--- src/rtl/serial_frame_rx_if.sv ---
// Serial ingest bundle: qualified bit stream in, deserialised payload words and framing strobes out.
// The receiver uses the slave modport and the source/consumer side uses the master modport.
interface serial_frame_rx_if #(
    parameter int WORD_W = 8
);
    logic              serial_data;
    logic              data_ena;
    logic              clear;
    logic [WORD_W-1:0] word;
    logic              word_valid;
    logic [7:0]        word_idx;
    logic              header_found;
    logic              hdr_id;
    logic              in_frame;
    logic              frame_done;

    modport slave (
        input  serial_data, data_ena, clear,
        output word, word_valid, word_idx, header_found, hdr_id, in_frame, frame_done
    );

    modport master (
        output serial_data, data_ena, clear,
        input  word, word_valid, word_idx, header_found, hdr_id, in_frame, frame_done
    );
endinterface

--- src/rtl/serial_frame_rx.sv ---
// Serial frame receiver: slides a bit window to find header A/B at any alignment, then
// deserialises PAYLOAD_WORDS words aligned to that header with per-word strobes.
module serial_frame_rx #(
    parameter int              WORD_W        = 8,
    parameter bit              LSB_FIRST     = 1'b1,
    parameter logic [WORD_W-1:0] HDR_A       = 8'hA5,
    parameter logic [WORD_W-1:0] HDR_B       = 8'hC3,
    parameter int              PAYLOAD_WORDS = 4
) (
    input  logic               clk_50,
    input  logic               reset_n,
    serial_frame_rx_if.slave   rx
);

    typedef enum logic [0:0] {
        ST_HUNT    = 1'b0,
        ST_PAYLOAD = 1'b1
    } state_t;

    localparam logic [5:0] FILL_MAX = 6'(WORD_W);
    localparam logic [5:0] LAST_BIT = 6'(WORD_W - 1);
    localparam logic [7:0] LAST_IDX = 8'(PAYLOAD_WORDS - 1);

    state_t              state_r, state_nx_s;
    logic [WORD_W-1:0]   window_r, window_nx_s, shifted_s;
    logic [5:0]          fill_r, fill_nx_s;
    logic [5:0]          bit_cnt_r, bit_cnt_nx_s;
    logic [7:0]          idx_r, idx_nx_s;
    logic [WORD_W-1:0]   word_r, word_nx_s;
    logic [7:0]          word_idx_r, word_idx_nx_s;
    logic                hdr_id_r, hdr_id_nx_s;
    logic                word_valid_r, word_valid_nx_s;
    logic                header_found_r, header_found_nx_s;
    logic                frame_done_r, frame_done_nx_s;
    logic                in_frame_r, in_frame_nx_s;
    logic                hit_a_s, hit_b_s, hunt_ready_s;

    function automatic logic [WORD_W-1:0] shift_in(input logic [WORD_W-1:0] win, input logic b);
        if (LSB_FIRST) begin
            shift_in = {b, win[WORD_W-1:1]};
        end else begin
            shift_in = {win[WORD_W-2:0], b};
        end
    endfunction

    // Window including the current bit; header match looks at this, not the stored window.
    always_comb begin
        shifted_s    = shift_in(window_r, rx.serial_data);
        hit_a_s      = (shifted_s == HDR_A);
        hit_b_s      = (shifted_s == HDR_B);
        hunt_ready_s = (fill_r >= LAST_BIT);
    end

    // State register.
    always_ff @(posedge clk_50 or negedge reset_n) begin
        if (!reset_n) begin
            state_r <= ST_HUNT;
        end else begin
            state_r <= state_nx_s;
        end
    end

    // Next-state, datapath and strobe decode; clear overrides any bit arriving this cycle.
    always_comb begin
        state_nx_s        = state_r;
        window_nx_s       = window_r;
        fill_nx_s         = fill_r;
        bit_cnt_nx_s      = bit_cnt_r;
        idx_nx_s          = idx_r;
        word_nx_s         = word_r;
        word_idx_nx_s     = word_idx_r;
        hdr_id_nx_s       = hdr_id_r;
        word_valid_nx_s   = 1'b0;
        header_found_nx_s = 1'b0;
        frame_done_nx_s   = 1'b0;
        if (rx.clear) begin
            state_nx_s   = ST_HUNT;
            window_nx_s  = '0;
            fill_nx_s    = 6'd0;
            bit_cnt_nx_s = 6'd0;
            idx_nx_s     = 8'd0;
        end else if (rx.data_ena) begin
            window_nx_s = shifted_s;
            case (state_r)
                ST_HUNT: begin
                    fill_nx_s = (fill_r == FILL_MAX) ? fill_r : fill_r + 6'd1;
                    if (hunt_ready_s && (hit_a_s || hit_b_s)) begin
                        state_nx_s        = ST_PAYLOAD;
                        header_found_nx_s = 1'b1;
                        hdr_id_nx_s       = ~hit_a_s;
                        bit_cnt_nx_s      = 6'd0;
                        idx_nx_s          = 8'd0;
                        window_nx_s       = '0;
                        fill_nx_s         = 6'd0;
                    end else begin
                        state_nx_s = ST_HUNT;
                    end
                end
                ST_PAYLOAD: begin
                    if (bit_cnt_r == LAST_BIT) begin
                        word_nx_s       = shifted_s;
                        word_valid_nx_s = 1'b1;
                        word_idx_nx_s   = idx_r;
                        bit_cnt_nx_s    = 6'd0;
                        if (idx_r == LAST_IDX) begin
                            // Last word: the next header must be built from fresh bits only.
                            state_nx_s      = ST_HUNT;
                            frame_done_nx_s = 1'b1;
                            window_nx_s     = '0;
                            fill_nx_s       = 6'd0;
                            idx_nx_s        = 8'd0;
                        end else begin
                            idx_nx_s = idx_r + 8'd1;
                        end
                    end else begin
                        bit_cnt_nx_s = bit_cnt_r + 6'd1;
                    end
                end
                default: begin
                    state_nx_s  = ST_HUNT;
                    window_nx_s = '0;
                    fill_nx_s   = 6'd0;
                end
            endcase
        end else begin
            state_nx_s = state_r;
        end
        in_frame_nx_s = (state_nx_s == ST_PAYLOAD);
    end

    // Datapath and registered outputs.
    always_ff @(posedge clk_50 or negedge reset_n) begin
        if (!reset_n) begin
            window_r       <= '0;
            fill_r         <= 6'd0;
            bit_cnt_r      <= 6'd0;
            idx_r          <= 8'd0;
            word_r         <= '0;
            word_idx_r     <= 8'd0;
            hdr_id_r       <= 1'b0;
            word_valid_r   <= 1'b0;
            header_found_r <= 1'b0;
            frame_done_r   <= 1'b0;
            in_frame_r     <= 1'b0;
        end else begin
            window_r       <= window_nx_s;
            fill_r         <= fill_nx_s;
            bit_cnt_r      <= bit_cnt_nx_s;
            idx_r          <= idx_nx_s;
            word_r         <= word_nx_s;
            word_idx_r     <= word_idx_nx_s;
            hdr_id_r       <= hdr_id_nx_s;
            word_valid_r   <= word_valid_nx_s;
            header_found_r <= header_found_nx_s;
            frame_done_r   <= frame_done_nx_s;
            in_frame_r     <= in_frame_nx_s;
        end
    end

    assign rx.word         = word_r;
    assign rx.word_valid   = word_valid_r;
    assign rx.word_idx     = word_idx_r;
    assign rx.header_found = header_found_r;
    assign rx.hdr_id       = hdr_id_r;
    assign rx.in_frame     = in_frame_r;
    assign rx.frame_done   = frame_done_r;

endmodule

--- src/flat_wrapper.sv ---
// flat-port wrapper written by rule: the top's interface ports become plain ports
module serial_frame_rx_flat 
#(
    parameter int              WORD_W        = 8,
    parameter bit              LSB_FIRST     = 1'b1,
    parameter logic [WORD_W-1:0] HDR_A       = 8'hA5,
    parameter logic [WORD_W-1:0] HDR_B       = 8'hC3,
    parameter int              PAYLOAD_WORDS = 4
)
  (clk_50, reset_n, rx_serial_data, rx_data_ena, rx_clear, rx_word, rx_word_valid, rx_word_idx, rx_header_found, rx_hdr_id, rx_in_frame, rx_frame_done);
  serial_frame_rx_if #(.WORD_W(WORD_W)) rx_i ();
  input  logic clk_50;
  input  logic reset_n;
  input wire logic [$bits(rx_i.serial_data)-1:0] rx_serial_data;
  input wire logic [$bits(rx_i.data_ena)-1:0] rx_data_ena;
  input wire logic [$bits(rx_i.clear)-1:0] rx_clear;
  output wire logic [$bits(rx_i.word)-1:0] rx_word;
  output wire logic [$bits(rx_i.word_valid)-1:0] rx_word_valid;
  output wire logic [$bits(rx_i.word_idx)-1:0] rx_word_idx;
  output wire logic [$bits(rx_i.header_found)-1:0] rx_header_found;
  output wire logic [$bits(rx_i.hdr_id)-1:0] rx_hdr_id;
  output wire logic [$bits(rx_i.in_frame)-1:0] rx_in_frame;
  output wire logic [$bits(rx_i.frame_done)-1:0] rx_frame_done;
  assign rx_i.serial_data = rx_serial_data;
  assign rx_i.data_ena = rx_data_ena;
  assign rx_i.clear = rx_clear;
  assign rx_word = rx_i.word;
  assign rx_word_valid = rx_i.word_valid;
  assign rx_word_idx = rx_i.word_idx;
  assign rx_header_found = rx_i.header_found;
  assign rx_hdr_id = rx_i.hdr_id;
  assign rx_in_frame = rx_i.in_frame;
  assign rx_frame_done = rx_i.frame_done;
  serial_frame_rx #(.WORD_W(WORD_W), .LSB_FIRST(LSB_FIRST), .HDR_A(HDR_A), .HDR_B(HDR_B), .PAYLOAD_WORDS(PAYLOAD_WORDS)) u_core (.clk_50(clk_50), .reset_n(reset_n), .rx(rx_i));
endmodule
--- config.mk ---
export PLATFORM = sky130hd
export DESIGN_NAME = serial_frame_rx_flat
export DESIGN_NICKNAME = d
export VERILOG_FILES = /design/src/rtl/serial_frame_rx_if.sv /design/src/rtl/serial_frame_rx.sv /design/src/flat_wrapper.sv
export SDC_FILE = /design/constraint.sdc
export NUM_CORES = 1
export LEC_CHECK = 0
export CAP_MARGIN = 20
export CORE_AREA = 2 2 69 71
export DETAILED_ROUTE_END_ITERATION = 6
export DIE_AREA = 0 0 71 73
export GPL_TIMING_DRIVEN = 0
export PLACE_DENSITY_LB_ADDON = 0.08
export SLEW_MARGIN = 20
export SYNTH_ARGS = -nofsm -noshare
export SYNTH_HDL_FRONTEND = slang
export SYNTH_SLANG_ARGS = --single-unit
export TNS_END_PERCENT = 5
--- constraint.sdc ---
create_clock -name clk_50 -period 2.2 [get_ports clk_50]
set_input_delay 0.66 -clock clk_50 [delete_from_list [all_inputs] [get_ports clk_50]]
set_output_delay 0.66 -clock clk_50 [all_outputs]
set_load 0.01 [all_outputs]
==> run metrics <==
synth-to-layout area growth 20.6%; RSZ-0062 raised after global routing yes; Area contributors post-synth dfrtp_1, mux2_2, a22o_1, o21ai_0, o31ai_1; total power 1.55 mW; Final Cell Area 2860 µm²; Top Family by Delay on Critical Path compound AO/OA/AOI/OAI gates; Pre-antenna DRT Iters 4; DIE HEIGHT 73 µm; Max IR drop VDD 0.301 mV; Slew HR 0.575; final hold viol count 0; cell row count 25; Synth area leader dfrtp_1; placed cell count 281; maximum clock frequency 474 MHz; largest family of logic cells by synthesized area compound AO/OA/AOI/OAI gates; final setup margin 0.0916 ns; syn avg cell area 11.8 µm²; Clock Latency Late Sink 0.31 ns; CTS tree yes; Hold WC Path Type input port to async pin; Critical Path AT 2.36 ns; worst slew pin tran 0.632 ns; first-pass GRT wire length 8.35 mm; Initial Util 0.523; final setup vio count 0; register area share after synthesis 0.506; slowest stage cell, crit path dfrtp_1; pins over their slew limit 0; Vias/cell 5.95; post-route ant nets 0; maxcap violations 0; CP bufs+invs 0; Adder-Cell Fraction of Synth Area 0.0211; core occupancy in the finished layout 0.631; multiplexer share of the synthesized area 0.0854; CTS sink count 48; met2 Use GR 0.341; CP max FO 7; post-DP HPWL 3.40 mm; XOR/XNOR Fraction of Synth Area 0; Synth async-reset ratio 1.00; Reg2Reg Setup Slack 0.09 ns; Compound-Gate Fraction of Synth Area 0.177; post-synth top area share 0.506; Yosys reg bits 48; WL final 4.94 mm; crit path cell chain ha_1, a211o_1, o221a_4, nor3_4, nor3b_4, mux2_2; top cells by count, synth dfrtp_1, mux2_2, nand2_1, nor2_1, o21ai_0; clock buffer depth 2; Post-Synth Simple-Gate Area 0.176; final weighted congestion in routability-driven placement 0.831; WL/cell 16.8 µm; H-tree levels 2; ANT cells 0; Yosys cell types 46; non-filler cells, final 293; Post-Syn Area 2370 µm²; GRT Total Usage 0.205; crit path time final 2.11 ns; critical path's largest stage delay 0.42 ns; Place WS -0.519 ns; required time of the critical path 2.45 ns; ys flop type dfrtp_1; total I/O pin count 26; syn_nets 210; full die area 5180 µm²; vias 1,743; largest net degree at the start of global routing 32; post-route DRC violation count 0; nets@finish 247; smallest hold slack 0.279 ns; met3 usage 0.0470; met1 Use GR 0.273; Mapped Cells 201; status finished clean; number of flops mapped to enable cells by yosys 0; total grt overflow 0; Most Used Layer, Global Route met2; startpoint type of the worst setup path flop; core area 4540 µm²; Leak 1.33 nW; Starting DRT DRC Count 104; CP Class flop to flop; Synth warnings 0; fin crit share 0.958; Die Wd 71 µm; CTS Buf Count 5; antenna violations before repair 0; IO Port Bufs 25; power per cell area 541 nW/µm²; setup_tns 0 ns; Reg clk slew, reported paths 0.09 ns; most common cell in the netlist dfrtp_1; root buffer cell clkbuf_8; Critical Path Sink Type flop; DP Area 2710 µm²; skew final 0.0101 ns; proportion of layout cells with a drive suffix above 1 0.251; vias in the first global route 1,742
==> cells in the final DEF (no fill, tap or decap), drive strengths merged, types with 2 or more instances in the layout <==
| master | instances |
|---|---|
| dfrtp | 48 |
| clkdlybuf4s50 | 23 |
| mux2 | 18 |
| o21ai | 14 |
| nor2 | 14 |
| nand2 | 13 |
| a22o | 11 |
| nand3 | 9 |
| clkbuf | 9 |
| buf | 8 |
| inv | 7 |
| o31ai | 7 |
| a21o | 6 |
| and3 | 5 |
| nand2b | 5 |
| nor3 | 5 |
| and4bb | 4 |
| a21oi | 4 |
| ha | 4 |
| nor4 | 2 |
| a32o | 2 |
| clkinv | 2 |
| nor3b | 2 |
| a31oi | 2 |
==> worst reg2reg max path, stage by stage (launching register included) <==
cell     delay [ns]
dfrtp_1        0.42
ha_1           0.25
a211o_1        0.30
o221a_4        0.30
nor3_4         0.25
nor3b_4        0.34
mux2_2         0.20
==> final timing paths <==
kind	cells after the start	endpoint	start
setup / recovery	6	u_core.fill_r[0]	u_core.fill_r[0]
hold / removal	1	u_core.bit_cnt_r[0]	reset_n
setup reg to reg	6	u_core.fill_r[0]	u_core.fill_r[0]
hold reg to reg	1	u_core.rx.word[7]	u_core.rx.word[7]
max in group asynchronous	2	u_core.idx_r[3]	reset_n
min in group clk_50	1	u_core.rx.word[7]	u_core.rx.word[7]
==> layer usage <==
layer	vias up	routed length, µm
li1	818	-
met1	880	2180
met2	40	2490
met3	5	208
met4	0	51
met5	-	0
==> what timing repair did <==
action	4_1_cts	5_1_grt
pin swaps	1	3
gates cloned	0	0
endpoints found under the hold margin	0	0
endpoints found under the setup margin	9	33
resized for setup	1	6
setup buffers	2	2
hold buffers	0	0
==> report_power, final <==
group / leakage, nW / internal, mW / switching, mW
clock network: 0.0510 / 0.251 / 0.302
registers: 0.667 / 0.890 / 0.0102
logic: 0.614 / 0.0393 / 0.0541
total: 1.33 / 1.18 / 0.366
==> state kept, by name (all words and copies together) (netlist names) <==
| register | count |
|---|---|
| u_core.window_r | 7 |
| u_core.rx.frame_done | 1 |
| u_core.rx.word | 8 |
| u_core.bit_cnt_r | 6 |
| u_core.rx.word_valid | 1 |
| u_core.fill_r | 6 |
| u_core.state_r | 1 |
| u_core.rx.word_idx | 8 |
| u_core.idx_r | 8 |
| u_core.rx.header_found | 1 |
| u_core.rx.hdr_id | 1 |
==> cell type report <==
type	count	area, µm²
plain buffers	5	53.8
clock inverters	2	10.0
well taps	54	67.6
repair buffers	30	298
inverters	7	26.3
flip-flops and latches	48	1200
multi-input cells	141	1120
fillers	380	1670
clock buffers	6	82.6
==> logic make-up after synthesis <==
logic type               after synthesis
AO/OA/AOI/OAI                         53
adder cells (fa/ha/maj)                4
buffers and inverters                 12
flip-flops                            48
multiplexers                          18
AND/OR/NAND/NOR                       66
Note: power is estimated with default switching activity, not from simulation.
